File: src/rtl/micro_motor_pkg.sv
// Shared definitions for the motor controller command path.
// Holds the strobe FSM encoding and the controller's command field layout.
package micro_motor_pkg;

   localparam int CMD_W = 32;

   typedef enum logic [1:0] {
      ST_IDLE   = 2'd0,
      ST_SETUP  = 2'd1,
      ST_STROBE = 2'd2,
      ST_GAP    = 2'd3
   } strobe_state_t;

   // Field positions already decoded by the system controller.
   localparam int SECTION_MSB = 31;
   localparam int SECTION_LSB = 30;
   localparam int SELECT_MSB  = 29;
   localparam int SELECT_LSB  = 26;
   localparam int MASK_MSB    = 25;
   localparam int MASK_LSB    = 23;

   function automatic logic [CMD_W-1:0] make_cmd(input logic [1:0]  section,
                                                 input logic [3:0]  sel,
                                                 input logic [2:0]  mask,
                                                 input logic [22:0] payload);
      logic [CMD_W-1:0] c;
      c = '0;
      c[SECTION_MSB:SECTION_LSB] = section;
      c[SELECT_MSB:SELECT_LSB]   = sel;
      c[MASK_MSB:MASK_LSB]       = mask;
      c[MASK_LSB-1:0]            = payload;
      return c;
   endfunction

endpackage

File: src/rtl/cmd_fifo.sv
// Synchronous command FIFO with flush; the head entry is visible without a pop.
// next_level exposes the post-edge occupancy so the owner can register status flags.
module cmd_fifo
   import micro_motor_pkg::*;
#(
   parameter int DEPTH = 4,
   parameter int WIDTH = CMD_W
) (
   input  logic                   clock,
   input  logic                   reset,
   input  logic                   push,
   input  logic [WIDTH-1:0]       push_data,
   input  logic                   pop,
   input  logic                   flush,
   output logic [WIDTH-1:0]       head_data,
   output logic                   full,
   output logic                   empty,
   output logic [$clog2(DEPTH):0] level,
   output logic [$clog2(DEPTH):0] next_level
);

   localparam int AW = $clog2(DEPTH);
   localparam int LW = AW + 1;

   logic [WIDTH-1:0] mem [DEPTH];
   logic [AW-1:0]    wr_ptr;
   logic [AW-1:0]    rd_ptr;
   logic             do_push;
   logic             do_pop;

   assign full      = (level == LW'(DEPTH));
   assign empty     = (level == '0);
   assign do_push   = push && !full && !flush;
   assign do_pop    = pop && !empty && !flush;
   assign head_data = mem[rd_ptr];

   always_comb begin
      next_level = level;
      if (flush)
         next_level = '0;
      else if (do_push && !do_pop)
         next_level = level + LW'(1);
      else if (do_pop && !do_push)
         next_level = level - LW'(1);
   end

   // Depth is a power of two, so the pointers wrap by plain overflow.
   always_ff @(posedge clock) begin
      if (reset) begin
         wr_ptr <= '0;
         rd_ptr <= '0;
         level  <= '0;
      end else begin
         level <= next_level;
         if (flush) begin
            wr_ptr <= '0;
            rd_ptr <= '0;
         end else begin
            if (do_push)
               wr_ptr <= wr_ptr + AW'(1);
            if (do_pop)
               rd_ptr <= rd_ptr + AW'(1);
         end
      end
   end

   always_ff @(posedge clock) begin
      if (do_push)
         mem[wr_ptr] <= push_data;
   end

endmodule

File: src/rtl/cmd_arbiter.sv
// Round-robin arbiter feeding a command FIFO that is replayed onto the controller
// port as setup / strobe / gap so the controller latches each command exactly once.
module cmd_arbiter
   import micro_motor_pkg::*;
#(
   parameter int NUM_REQ    = 3,
   parameter int FIFO_DEPTH = 4,
   parameter int LATCH_HIGH = 2,
   parameter int LATCH_GAP  = 2
) (
   input  logic                         clock,
   input  logic                         reset,
   input  logic [NUM_REQ-1:0]           req_valid,
   input  logic [CMD_W*NUM_REQ-1:0]     req_data,
   output logic [NUM_REQ-1:0]           req_ready,
   input  logic                         flush,
   output logic [CMD_W-1:0]             cmd_data,
   output logic                         latch_data,
   output logic                         busy,
   output logic [$clog2(FIFO_DEPTH):0]  fifo_level
);

   localparam int RR_W    = $clog2(NUM_REQ);
   localparam int LW      = $clog2(FIFO_DEPTH) + 1;
   localparam int CNT_MAX = (LATCH_HIGH > LATCH_GAP) ? LATCH_HIGH : LATCH_GAP;
   localparam int CNT_W   = $clog2(CNT_MAX + 1);

   logic [RR_W-1:0]  rr;
   logic [RR_W-1:0]  grant_idx;
   logic [RR_W-1:0]  sel;
   int               idx;
   logic             transfer;
   logic [CMD_W-1:0] push_data;
   logic             pop;
   logic             fifo_full;
   logic             fifo_empty;
   logic [CMD_W-1:0] head_data;
   logic [LW-1:0]    next_level;
   strobe_state_t    state;
   strobe_state_t    next_state;
   logic [CNT_W-1:0] cnt;
   logic [CNT_W-1:0] next_cnt;

   // Search from rr upward, wrapping, and grant the first valid requester.
   always_comb begin
      req_ready = '0;
      grant_idx = '0;
      transfer  = 1'b0;
      idx       = 0;
      sel       = '0;
      if (!fifo_full && !flush && !reset) begin
         for (int k = 0; k < NUM_REQ; k++) begin
            idx = int'(rr) + k;
            if (idx >= NUM_REQ)
               idx = idx - NUM_REQ;
            sel = idx[RR_W-1:0];
            if (!transfer && req_valid[sel]) begin
               transfer       = 1'b1;
               grant_idx      = sel;
               req_ready[sel] = 1'b1;
            end
         end
      end
   end

   always_comb begin
      push_data = '0;
      for (int k = 0; k < NUM_REQ; k++) begin
         if (grant_idx == RR_W'(k))
            push_data = req_data[k*CMD_W +: CMD_W];
      end
   end

   cmd_fifo #(
      .DEPTH (FIFO_DEPTH),
      .WIDTH (CMD_W)
   ) u_fifo (
      .clock      (clock),
      .reset      (reset),
      .push       (transfer),
      .push_data  (push_data),
      .pop        (pop),
      .flush      (flush),
      .head_data  (head_data),
      .full       (fifo_full),
      .empty      (fifo_empty),
      .level      (fifo_level),
      .next_level (next_level)
   );

   // A flush in IDLE suppresses the pop, so the FSM simply stays idle.
   always_comb begin
      next_state = state;
      next_cnt   = cnt;
      pop        = 1'b0;
      case (state)
         ST_IDLE: begin
            if (!fifo_empty && !flush) begin
               pop        = 1'b1;
               next_state = ST_SETUP;
            end
         end
         ST_SETUP: begin
            next_state = ST_STROBE;
            next_cnt   = '0;
         end
         ST_STROBE: begin
            if (cnt == CNT_W'(LATCH_HIGH - 1)) begin
               next_state = ST_GAP;
               next_cnt   = '0;
            end else begin
               next_cnt = cnt + CNT_W'(1);
            end
         end
         ST_GAP: begin
            if (cnt == CNT_W'(LATCH_GAP - 1)) begin
               next_state = ST_IDLE;
               next_cnt   = '0;
            end else begin
               next_cnt = cnt + CNT_W'(1);
            end
         end
         default: next_state = ST_IDLE;
      endcase
   end

   always_ff @(posedge clock) begin
      if (reset) begin
         state      <= ST_IDLE;
         cnt        <= '0;
         rr         <= '0;
         cmd_data   <= '0;
         latch_data <= 1'b0;
         busy       <= 1'b0;
      end else begin
         state      <= next_state;
         cnt        <= next_cnt;
         latch_data <= (next_state == ST_STROBE);
         busy       <= (next_level != '0) || (next_state != ST_IDLE);
         if (pop)
            cmd_data <= head_data;
         if (transfer)
            rr <= (grant_idx == RR_W'(NUM_REQ - 1)) ? '0 : grant_idx + RR_W'(1);
      end
   end

endmodule

File: config.mk
export PLATFORM = sky130hd
export DESIGN_NAME = cmd_arbiter
export DESIGN_NICKNAME = d
export VERILOG_FILES = /design/src/rtl/micro_motor_pkg.sv /design/src/rtl/cmd_fifo.sv /design/src/rtl/cmd_arbiter.sv
export SDC_FILE = /design/constraint.sdc
export NUM_CORES = 1
export LEC_CHECK = 0
export CAP_MARGIN = 10
export CORE_ASPECT_RATIO = 1.4
export CORE_MARGIN = 2
export CORE_UTILIZATION = 35
export DETAILED_ROUTE_END_ITERATION = 8
export GPL_ROUTABILITY_DRIVEN = 1
export PLACE_DENSITY = 0.69
export SETUP_SLACK_MARGIN = 0.5
export SLEW_MARGIN = 20
export SYNTH_ARGS = -nofsm -noshare
export SYNTH_HDL_FRONTEND = slang
export SYNTH_SLANG_ARGS = --single-unit
File: constraint.sdc
create_clock -name clock -period 7.9 [get_ports clock]
set_input_delay 2.37 -clock clock [delete_from_list [all_inputs] [get_ports clock]]
set_output_delay 2.37 -clock clock [all_outputs]
set_load 0.01 [all_outputs]
==> flow_summary.yaml <==
layout:
  nets: 800
  diodes: 0
  syn_to_final_growth_pct: 29.6
  drive_above_1_share: 0.114
  final_util: 0.461
  register_area_sq_um: 4790
  fillers: 1928
  multi_input_area_sq_um: 2560
worst_setup_path:
  rrSetupSlack_ps: 4630
  cp.arrival_ps: 4440
  critPathLaunchType: "primary input"
  critPathSlowestCell: "clkdlybuf4s50_1"
  crit_buf_inv: 2
  crit_path_end_kind: "output pin"
  cp_max_fo: 10
  timing.setup.critical_path_class: "primary input to output pin"
  cp.required_ps: 5530
  cp_common_cell: "clkdlybuf4s50_1"
  cp_slowest_stage_delay_ps: 570
  path_cells: "clkdlybuf4s50_1 -> or4_1 -> o21bai_1 -> nand2_1 -> a21oi_1 -> clkdlybuf4s50_1"
  critPathTopFamily: "buffers and inverters"
timing:
  rsz0062_at_grt: "false"
  setup-tns-final_ps: 0
  report.final.hold_viol_count: 0
  finalCritPeriodShare: 0.861
  fmax_mhz: 147
  worstMarginPinSlew_ps: 995
  setup_viol: 0
  final.min_clock_period_ps: 6810
  relSlewSlack: 0.337
  drv_slew: 0
  hold_slack_ps: 452
  clock-skew-final_ps: 10.3
  layout_setup_ws_ps: 1090
detailed_routing:
  avgRoutedWirePerCell_um: 16.7
  num_vias: 4836
  wl_met3_um: 596
  dr.pass1.iters: 4
  viasPerCell: 5.04
  drc_errors: 0
  wl_mm: 16.0
  wl_met2_mm: 8.38
  wl_met1_mm: 6.85
  ant_nets: 0
  highest_layer: "met4"
  drt_iter0_markers: 212
yosys:
  ys_types: 44
  synth_area_leaders: "edfxtp_1 (51%), dfxtp_1 (13%), mux4_2 (9.6%), a21oi_1 (5.1%), mux2i_1 (4.5%)"
  synth.avg_cell_area_sq_um: 13.4
  ys_dominant_reg_cell: "edfxtp_1"
  yosysTopAreaCellShare: 0.512
  syn_nets: 675
  synth-seq-cells: 175
  synth.cell_area_sq_um: 7510
  synth.most_common_cell: "edfxtp_1"
  synth.top_cells.by_count: "edfxtp_1 (128), a21oi_1 (76), nand2_1 (75)"
  synthArstFlopShare: 0
  synth_top_cell_by_area: "edfxtp_1"
  yosys_warnings: 0
  synth-edff-count: 128
  ys_seq_area_frac: 0.637
  syn-instance-count: 562
global_routing:
  overflow: 0
  grt_start_max_net_pins: 45
  grt_antenna_before_repair: 0
  grtUsageTotal: 0.148
  grt_pass1_wl_mm: 25.3
  first_global_vias: 4741
power_and_ir_drop:
  vdd_drop_max_mv: 0.144
  net-switching-power_uw: 446
  p_seq_frac: 0.497
  powerDensity_nw_per_um2: 212
  pwr-share-comb: 0.102
  p_leak_nw: 3.08
  clkPwrFrac: 0.401
  swShare: 0.216
  p_int_mw: 1.62
floorplanning:
  num_io_pins: 142
  die_h_um: 177
  die_x_um: 128
  die-area_sq_um: 22700
  core_sq_um: 21100
  rows: 63
  initial_core_util: 0.356
clock_network:
  clk_pin_slew_ps: 70
  cts-resized-gates: 0
  cts-buffers-inserted: 17
  cts.sinks: 175
  post-cts-setup-buffer-count: 0
  clock_path_buffers: 2
  clk_latency_ps: 420
  cts-htree-levels: 4
  postCtsHoldBufs: 0
  cts_tree: "done"
  clock_tree.root_cell: "clkbuf_16"
placement:
  place_worst_setup_slack_ps: 1100
  hpwl_mm: 9.59
  gp_congestion: 0.743
  io_buffers: 141
job:
  cap_violations: 0
status:
  outcome: "finished, final reports clean"
min_path:
  hold_class: "flip-flop to flip-flop"
area by class of cell:
cell class,instances,share of cell area
flip-flops and latches,175,0.492
well taps,260,0.0334
repair buffers,146,0.148
clock buffers,23,0.0492
multi-input cells,338,0.263
inverters,9,0.00347
clock inverters,9,0.0110
through the flow:
step	power [mW]	std cells	instance area [sq um]
2_1_floorplan	1.16	562	7510
3_3_place_gp	1.26	928	9150
3_5_place_dp	1.26	928	9150
4_1_cts	2.09	960	9740
5_1_grt	2.15	960	9740
6_report	2.07	960	9740
per-layer routing:
layer | vias to the layer above | track usage
met5 | - | 0
met4 | 0 | 0.0522
met3 | 17 | 0.0308
met2 | 126 | 0.255
met1 | 2371 | 0.184
li1 | 2322 | -
cells in the final DEF (no fill, tap or decap), drive strengths merged, types with 3 or more instances in the layout:
cell type        n
clkinv           3
nand3b           3
mux4            32
ha              11
or4              3
a21oi           76
nand2           75
clkdlybuf4s50  140
edfxtp         128
o21bai           3
dfxtp           47
xnor2            5
mux2i           34
nor2b            3
a211oi           4
nand3            5
o21ai            4
nand2b           7
and2             4
buf              6
inv             11
nor2            46
clkbuf          23
kinds of logic after synthesis:
group           Yosys count  synth area share
compound gates           97            0.0748
fa+ha+maj                12            0.0198
flops                   175             0.637
mux                      66             0.141
xor+xnor                  6           0.00700
buf+inv                  49            0.0275
simple gates            157            0.0928
power groups by stage:
stage	Sequential, mW	Combinational [mW]	Clock (mW)
final	1.03	0.211	0.829
after global routing	1.03	0.233	0.890
after CTS	1.03	0.215	0.850
after detailed placement	1.05	0.215	0
after global placement	1.05	0.212	0
after floorplan	1.05	0.108	0
worst paths after layout:
kind,start,to,depth (start not counted)
max,req_valid[1],req_ready[1],6
min reg2reg,cmd_data[28]$_SDFFE_PP0N_,cmd_data[28]$_SDFFE_PP0N_,2
min,cmd_data[28]$_SDFFE_PP0N_,cmd_data[28]$_SDFFE_PP0N_,2
max reg2reg,u_fifo.level[0]$_SDFF_PP0_,u_fifo.mem[1][18]$_DFFE_PP_,6
sequential cells by signal, indices dropped and copies added (netlist names):
name / count
latch_data: 1
rr: 2
state: 2
cmd_data: 32
u_fifo.wr_ptr: 2
cnt: 2
u_fifo.rd_ptr: 2
u_fifo.level: 3
u_fifo.mem: 128
busy: 1
worst register-to-register path, delay by kind of cell, from the launching register on:
kind                       cells  cell delay (ps)
and+or+nand+nor                1              930
DFF                            1              410
buffers and inverters          1              140
AOI/OAI and AO/OA              3             1140
adders and majority gates      1              270
(Power assumes the default switching activity.)
